[src/rtl/iso_rx_char_pkg.sv]
// Shared types and constants for the ISO7816-3 character receiver.
// Also intended for the future transmitter in the same slice.
package iso_rx_char_pkg;

    typedef enum logic [2:0] {
        ST_IDLE,
        ST_START,
        ST_DATA,
        ST_PARITY,
        ST_GUARD,
        ST_ERRSIG,
        ST_WAIT_HIGH
    } rx_state_t;

    localparam logic CONV_DIRECT  = 1'b0;
    localparam logic CONV_INVERSE = 1'b1;

    localparam int CHAR_DATA_BITS = 8;

    localparam int TICK_PARITY  = 9;
    localparam int TICK_GUARD   = 10;
    localparam int TICK_ERR_END = 11;

    // Direct fills LSB-first, inverse fills MSB-first.
    function automatic logic [7:0] shift_in(
        input logic [7:0] sh,
        input logic       b,
        input logic       conv
    );
        return (conv == CONV_INVERSE) ? {sh[6:0], b} : {b, sh[7:1]};
    endfunction

endpackage

[src/rtl/iso_rx_char_if.sv]
// Line/ETU/protocol-side signal bundle of the character receiver.
// slave = receiver side, master = driver of the receiver inputs.
interface iso_rx_char_if;

    logic       enable;
    logic       inverseConv;
    logic       errSigEnable;
    logic       ioIn;
    logic       sampleTick;
    logic       etuClear;
    logic       ioDriveLow;
    logic [7:0] data;
    logic       dataValid;
    logic       parityError;
    logic       frameError;
    logic       busy;

    modport slave (
        input  enable,
        input  inverseConv,
        input  errSigEnable,
        input  ioIn,
        input  sampleTick,
        output etuClear,
        output ioDriveLow,
        output data,
        output dataValid,
        output parityError,
        output frameError,
        output busy
    );

    modport master (
        output enable,
        output inverseConv,
        output errSigEnable,
        output ioIn,
        output sampleTick,
        input  etuClear,
        input  ioDriveLow,
        input  data,
        input  dataValid,
        input  parityError,
        input  frameError,
        input  busy
    );

endinterface

[src/rtl/iso_rx_char_io_sync.sv]
// Multi-stage synchroniser for the asynchronous I/O line.
// Resets to 1 so an idle-high line never looks like a start edge.
module io_sync #(
    parameter int SYNC_STAGES = 2
) (
    input  logic clk,
    input  logic reset,
    input  logic i_d,
    output logic o_q
);

    logic [SYNC_STAGES-1:0] r_sync;

    always_ff @(posedge clk or posedge reset) begin
        if (reset) begin
            r_sync <= '1;
        end else begin
            r_sync <= {r_sync[SYNC_STAGES-2:0], i_d};
        end
    end

    assign o_q = r_sync[SYNC_STAGES-1];

endmodule

[src/rtl/iso_rx_char.sv]
// ISO7816-3 character receiver: start detect, 8 data + parity,
// convention handling, T=0 error signal and guard-time checks.
module iso_rx_char #(
    parameter int SYNC_STAGES = 2
) (
    input  logic          clk,
    input  logic          reset,
    iso_rx_char_if.slave  bus
);

    import iso_rx_char_pkg::*;

    localparam logic [2:0] BIT_LAST = 3'(CHAR_DATA_BITS - 1);

    logic w_io;
    logic w_fall;
    logic w_tick;
    logic w_bit;

    rx_state_t  r_state;
    logic       r_io_d;
    logic       r_conv;
    logic       r_par;
    logic [2:0] r_bit_cnt;
    logic [7:0] r_shift;
    logic [7:0] r_data;
    logic       r_etu_clear;
    logic       r_drive;
    logic       r_valid;
    logic       r_parity_error;
    logic       r_frame;

    io_sync #(
        .SYNC_STAGES(SYNC_STAGES)
    ) u_sync (
        .clk   (clk),
        .reset (reset),
        .i_d   (bus.ioIn),
        .o_q   (w_io)
    );

    assign w_fall = r_io_d & ~w_io;
    // A tick landing with the counter restart belongs to the old frame.
    assign w_tick = bus.sampleTick & ~r_etu_clear;
    assign w_bit  = (r_conv == CONV_INVERSE) ? ~w_io : w_io;

    always_ff @(posedge clk or posedge reset) begin
        if (reset) begin
            r_state        <= ST_IDLE;
            r_io_d         <= 1'b1;
            r_conv         <= CONV_DIRECT;
            r_par          <= 1'b0;
            r_bit_cnt      <= 3'd0;
            r_shift        <= 8'h00;
            r_data         <= 8'h00;
            r_etu_clear    <= 1'b0;
            r_drive        <= 1'b0;
            r_valid        <= 1'b0;
            r_parity_error <= 1'b0;
            r_frame        <= 1'b0;
        end else begin
            r_io_d      <= w_io;
            r_etu_clear <= 1'b0;
            r_valid     <= 1'b0;
            r_frame     <= 1'b0;
            if (!bus.enable) begin
                r_state <= ST_IDLE;
                r_drive <= 1'b0;
            end else begin
                unique case (r_state)
                    ST_IDLE: begin
                        if (w_fall) begin
                            r_etu_clear <= 1'b1;
                            r_conv      <= bus.inverseConv;
                            r_bit_cnt   <= 3'd0;
                            r_par       <= 1'b0;
                            r_state     <= ST_START;
                        end
                    end
                    ST_START: begin
                        if (w_tick) begin
                            r_state <= w_io ? ST_IDLE : ST_DATA;
                        end
                    end
                    ST_DATA: begin
                        if (w_tick) begin
                            r_shift   <= shift_in(r_shift, w_bit, r_conv);
                            r_par     <= r_par ^ w_bit;
                            r_bit_cnt <= r_bit_cnt + 3'd1;
                            if (r_bit_cnt == BIT_LAST) begin
                                r_state <= ST_PARITY;
                            end
                        end
                    end
                    ST_PARITY: begin
                        if (w_tick) begin
                            r_data         <= r_shift;
                            r_valid        <= 1'b1;
                            r_parity_error <= r_par ^ w_bit;
                            r_state        <= ST_GUARD;
                        end
                    end
                    ST_GUARD: begin
                        if (w_tick) begin
                            if (r_parity_error && bus.errSigEnable) begin
                                r_drive <= 1'b1;
                                r_state <= ST_ERRSIG;
                            end else begin
                                r_frame <= ~w_io;
                                r_state <= ST_WAIT_HIGH;
                            end
                        end
                    end
                    ST_ERRSIG: begin
                        if (w_tick) begin
                            r_drive <= 1'b0;
                            r_state <= ST_WAIT_HIGH;
                        end
                    end
                    ST_WAIT_HIGH: begin
                        if (w_io) begin
                            r_state <= ST_IDLE;
                        end
                    end
                    default: begin
                        r_state <= ST_IDLE;
                    end
                endcase
            end
        end
    end

    assign bus.etuClear    = r_etu_clear;
    assign bus.ioDriveLow  = r_drive;
    assign bus.data        = r_data;
    assign bus.dataValid   = r_valid;
    assign bus.parityError = r_parity_error;
    assign bus.frameError  = r_frame;
    assign bus.busy        = (r_state != ST_IDLE);

endmodule

[src/flat_wrapper.sv]
// flat-port wrapper written by rule: the top's interface ports become plain ports
module iso_rx_char_flat import iso_rx_char_pkg::*;
#(
    parameter int SYNC_STAGES = 2
)
  (clk, reset, bus_enable, bus_inverseConv, bus_errSigEnable, bus_ioIn, bus_sampleTick, bus_etuClear, bus_ioDriveLow, bus_data, bus_dataValid, bus_parityError, bus_frameError, bus_busy);
  iso_rx_char_if bus_i ();
  input  logic clk;
  input  logic reset;
  input wire logic [$bits(bus_i.enable)-1:0] bus_enable;
  input wire logic [$bits(bus_i.inverseConv)-1:0] bus_inverseConv;
  input wire logic [$bits(bus_i.errSigEnable)-1:0] bus_errSigEnable;
  input wire logic [$bits(bus_i.ioIn)-1:0] bus_ioIn;
  input wire logic [$bits(bus_i.sampleTick)-1:0] bus_sampleTick;
  output wire logic [$bits(bus_i.etuClear)-1:0] bus_etuClear;
  output wire logic [$bits(bus_i.ioDriveLow)-1:0] bus_ioDriveLow;
  output wire logic [$bits(bus_i.data)-1:0] bus_data;
  output wire logic [$bits(bus_i.dataValid)-1:0] bus_dataValid;
  output wire logic [$bits(bus_i.parityError)-1:0] bus_parityError;
  output wire logic [$bits(bus_i.frameError)-1:0] bus_frameError;
  output wire logic [$bits(bus_i.busy)-1:0] bus_busy;
  assign bus_i.enable = bus_enable;
  assign bus_i.inverseConv = bus_inverseConv;
  assign bus_i.errSigEnable = bus_errSigEnable;
  assign bus_i.ioIn = bus_ioIn;
  assign bus_i.sampleTick = bus_sampleTick;
  assign bus_etuClear = bus_i.etuClear;
  assign bus_ioDriveLow = bus_i.ioDriveLow;
  assign bus_data = bus_i.data;
  assign bus_dataValid = bus_i.dataValid;
  assign bus_parityError = bus_i.parityError;
  assign bus_frameError = bus_i.frameError;
  assign bus_busy = bus_i.busy;
  iso_rx_char #(.SYNC_STAGES(SYNC_STAGES)) u_core (.clk(clk), .reset(reset), .bus(bus_i));
endmodule
[config.mk]
export PLATFORM = sky130hd
export DESIGN_NAME = iso_rx_char_flat
export DESIGN_NICKNAME = d
export VERILOG_FILES = /design/src/rtl/iso_rx_char_pkg.sv /design/src/rtl/iso_rx_char_if.sv /design/src/rtl/iso_rx_char_io_sync.sv /design/src/rtl/iso_rx_char.sv /design/src/flat_wrapper.sv
export SDC_FILE = /design/constraint.sdc
export NUM_CORES = 1
export LEC_CHECK = 0
export ABC_AREA = 1
export CAP_MARGIN = 40
export CORE_MARGIN = 2
export CORE_UTILIZATION = 35
export CTS_BUF_LIST = sky130_fd_sc_hd__clkbuf_8
export CTS_CLUSTER_SIZE = 24
export DETAILED_ROUTE_END_ITERATION = 6
export DONT_BUFFER_PORTS = 1
export PLACE_DENSITY = 0.55
export SYNTH_ARGS = -nofsm -noshare
export SYNTH_HDL_FRONTEND = slang
export SYNTH_HIERARCHICAL = 1
export SYNTH_SLANG_ARGS = --single-unit
[constraint.sdc]
create_clock -name clk -period 2.76 [get_ports clk]
set_input_delay 0.552 -clock clk [delete_from_list [all_inputs] [get_ports clk]]
set_output_delay 0.552 -clock clk [all_outputs]
set_load 0.1 [all_outputs]
## Word-level counts from Yosys, hierarchy flattened

Cells that the tools add are included.

| storage, ports and cells | value |
|---|---|
| memories kept | 0 |
| bits in registers | 32 |
| bits in read-only memories | 0 |
| word-level logic and storage cells | 83 |
| latch bits | 0 |
| memory bits (writable) | 0 |
| output and inout port bits | 14 |

| cells by class | value |
|---|---|
| shift-type cells | 0 |
| add/sub/neg operators | 1 |
| multipliers | 0 |
| reductions and logical operators | 10 |
| magnitude comparators | 0 |
| mux-type cells | 35 |
| divide/modulo/power cells | 0 |
| eq/ne operators | 19 |
| bitwise gates (word level) | 5 |

Operators by type and width:

| operator | count |
|---|---|
| $mux 3 | 11 |
| $ne 3x2->1 const B | 8 |
| $pmux 3 s7 | 1 |
| $mux 1 | 17 |
| $eq 3x3->1 const B | 4 |
| $reduce_and 3->1 | 3 |
| $mux 8 | 1 |
| $reduce_and 4->1 | 2 |
| $reduce_and 8->1 | 1 |
| $eq 3x2->1 const B | 2 |
| $pmux 3 s2 | 1 |
| $mux 2 | 2 |
| $ne 2x1->1 const B | 2 |
| $pmux 1 s2 | 2 |
| $add 3x1->3 const B | 1 |
| $eq 3x1->1 const B | 1 |
| $logic_not 3->1 | 1 |
| $ne 3x1->1 const B | 1 |
| $ne 3x3->1 const B | 1 |
| $reduce_bool 3->1 | 1 |
| $and 1x1->1 | 2 |
| $not 1->1 | 2 |
| $reduce_bool 2->1 | 1 |
| $logic_and 1x1->1 | 1 |
| $xor 1x1->1 | 1 |

## Logic depth before layout (Yosys ltp)

| logic depth | value |
|---|---|
| depth after elaboration | 5 |
| depth in mapped cells | 9 |
| gate-level depth less buffers | 9 |

## Hierarchy

The synthesis kept the hierarchy.

Modules (own cells, without submodules):

| module | cells an instance | times used | area each (sq um) |
|---|---|---|---|
| iso_rx_char | 174 | 1 | 1490.2 |
| io_sync | 3 | 1 | 56.3 |

## Worst setup path after synthesis

No wires, ideal clock.

| timing | value |
|---|---|
| path kind | flip-flop to output port |
| start point | register u_core.r_state[2] |
| end point | output port bus_busy |
| slack | 0.988 ns |
| cell stages (with the launch flop) | 5 |
| arrival | 1.220 ns |
| required time | 2.208 ns |
| cell sequence | dfrtp_1 -> inv_2 -> nand2_1 -> nor2_2 -> inv_1 |

| on the way | value |
|---|---|
| longest elaborated chain between the ends | 1 |

RTL lines:

| what | RTL line | source |
|---|---|---|
| start, declared | iso_rx_char.sv:20 | `rx_state_t r_state;` |
| start signal, assigned | iso_rx_char.sv:82 | `r_state <= w_io ? ST_IDLE : ST_DATA;` |
| $reduce_bool 3->1 | iso_rx_char.sv:139 | `assign bus.busy = (r_state != ST_IDLE);` |
| end, declared | flat_wrapper.sv:21 | `output wire logic [$bits(bus_i.busy)-1:0] bus_busy;` |

Every way passes these cells.

## Final worst setup path

Same ends and word-level chain as after synthesis.

==> results.json <==
{
  "status": "finished clean",
  "first_pass_iters": 4,
  "cts_tree": "built",
  "powerDensity_mw_per_mm2": 1420,
  "io_pins": 21,
  "end_kind": "output port",
  "synth-seq-area-share": 0.520,
  "mostFrequentLayoutCells": "nand2_1 (50), dfrtp_1 (29), inv_1 (19), nand3_1 (15), o21ai_1 (11)",
  "fin_crit_ps": 1960,
  "setup_ws_ps": 796,
  "holdWs_ps": 176,
  "crit_family": "flip-flops",
  "clock_sinks": 32,
  "insertedDiodeCount": 0,
  "dieArea_mm2": 0.00497,
  "crit_type": "register to output port",
  "place_ws_ps": 1130,
  "critPathLaunch": "u_core/r_state[2]",
  "drc_errors": 0,
  "final_cells": 245,
  "start_util": 0.360,
  "async_reset_ff_frac": 1.00,
  "grt_antenna_before_repair": 0,
  "ys_seq_elements": 32,
  "grt_pass1_wl_mm": 5.43,
  "finalClockSkew_ps": 5.52,
  "slew_viol_final": 0,
  "clock.fmax_mhz": 509,
  "peakVddDrop_mv": 0.828,
  "dp_cells": 237,
  "register_area_um2": 805,
  "synth_edf_count": 0,
  "crit_slowest_cell": "dfrtp_1",
  "finalInstanceArea_mm2": 0.00195,
  "cts-resized-gates": 0,
  "final_common_cell": "nand2_1",
  "r2r_slack_ps": 1160,
  "grt_util_all_layers": 0.140,
  "port-buffer-count": 0,
  "drv_cap": 0,
  "first_iter_violations": 41,
  "multiInputGateArea_um2": 608,
  "ant_nets": 0,
  "grt_overflow": 0,
  "htree_levels": 2,
  "arrival_ps": 1410,
  "syn_avg_cell_area_um2": 8.74,
  "finalNetCount": 201,
  "grt_setup_unrepaired": "false",
  "post-dp-hpwl_mm": 2.27,
  "hp-class": "input port to asynchronous set/reset pin",
  "setup-violations-final": 0,
  "fill_cells": 409,
  "wire_per_inst_um": 12.7,
  "worstPathMaxFanout": 7,
  "drive_above_1_share": 0.233,
  "gp_congestion": 0.821,
  "clockRootBuffer": "clkbuf_8",
  "hold_viol": 0,
  "p_leak_nw": 1.00,
  "synth_flop_cell": "dfrtp_1",
  "grt_pass1_vias": 1186,
  "viasPerCell": 4.81,
  "insertion_delay_ps": 270,
  "clk_pin_slew_worst_paths_ps": 70,
  "crit-reg2reg-launch": "u_core/bus.etuClear",
  "tightest_slew_ps": 899,
  "core-area_mm2": 0.00429,
  "syn-cell-area_mm2": 0.00155,
  "startpoint_type": "register",
  "fin_tns_setup_ps": 0,
  "yosysWarningCount": 6,
  "syn_inst": 177,
  "crit_cells": 5,
  "area.growth.synth_to_final_pct": 26.4,
  "path_buf_inv": 3,
  "reg2reg_to": "u_core/r_state[2]",
  "syn_nets": 186,
  "yosysUniqueCellTypes": 24,
  "die_w_um": 70.5,
  "clk_path_buf_depth": 2,
  "holdBufCountCts": 0,
  "grt_max_degree": 31,
  "routed_wl_mm": 3.11,
  "slew_headroom": 0.400,
  "dpl_cell_area_mm2": 0.00183,
  "fp-row-count": 24,
  "cts_setup_buffers": 0,
  "period_share": 0.712,
  "crit_required_ps": 2210,
  "vias": 1178,
  "total_power_mw": 2.78,
  "worstRegToRegCells": 9,
  "post-route-util": 0.455,
  "cpPeakStageDelay_ps": 510,
  "die_h_um": 70.5,
  "cts_buffers": 5,
  "path_cells": "inv_2, nand2_1, nor2_2, inv_1, buf_4"
}
report_power, final:
group,total [mW],internal (mW),switching [mW]
logic,1.45,0.509,0.941
clock network,0.485,0.318,0.167
registers,0.846,0.641,0.205
worst reg2reg max path, cell delays in order, from the launching register on:
cell     delay [ps]
dfrtp_1         360
buf_4           230
inv_1            90
nand2_1         140
nand3_1         130
nand2_1          50
nor2_1          230
nand2_1         130
nand2_1          80
nand2_1          50
state kept, by name, indices dropped and copies added (netlist names), 2 cells and up:
register / count
u_core/r_state: 3
u_core/r_shift: 8
u_core/u_sync/r_sync: 2
u_core/bus.data: 8
u_core/r_bit_cnt: 3
kinds of logic (layout without fill, tap and decap cells):
kind of cell,Yosys count,in the layout,synth area share
XOR/XNOR,1,1,0.00566
buffers and inverters,30,46,0.0866
AO/OA/AOI/OAI,31,31,0.133
adder cells (fa/ha/maj),2,2,0.0162
flip-flops,32,32,0.520
AND/OR/NAND/NOR,81,81,0.239
synth_stat cells (2+ instances only):
cell / instances / share of area
a21oi_1: 4 / 0.013
buf_6: 2 / 0.015
dfrtp_1: 29 / 0.47
dfstp_2: 3 / 0.051
ha_1: 2 / 0.016
inv_1: 19 / 0.046
inv_2: 6 / 0.015
nand2_1: 50 / 0.12
nand3_1: 15 / 0.049
nor2_1: 7 / 0.017
nor2_2: 3 / 0.012
o211ai_1: 8 / 0.039
o21ai_1: 11 / 0.036
o21ai_2: 8 / 0.045
routing by layer:
metal / global-route usage / vias to the layer above / routed length [um]
li1: - / 600 / -
met3: 0.0534 / 0 / 168
met5: 0 / - / 0
met1: 0.159 / 560 / 1350
met4: 0.0641 / 0 / 0
met2: 0.230 / 18 / 1600
worst max-delay path by stage:
stage	slack (ps)	end
3_3_place_gp	1150	bus_busy
2_1_floorplan	990	bus_busy
5_1_grt	690	bus_busy
3_5_place_dp	1130	bus_busy
6_report	800	bus_busy
4_1_cts	820	bus_busy
area by class of cell:
type                            count  area share
Sequential cell                    32       0.412
Multi-Input combinational cell    115       0.311
Timing Repair Buffer               12       0.128
Inverter                           26      0.0512
Clock buffer                        7      0.0493
Tap cell                           52      0.0333
Clock inverter                      1      0.0154
Note: power is estimated with default switching activity, not from simulation.
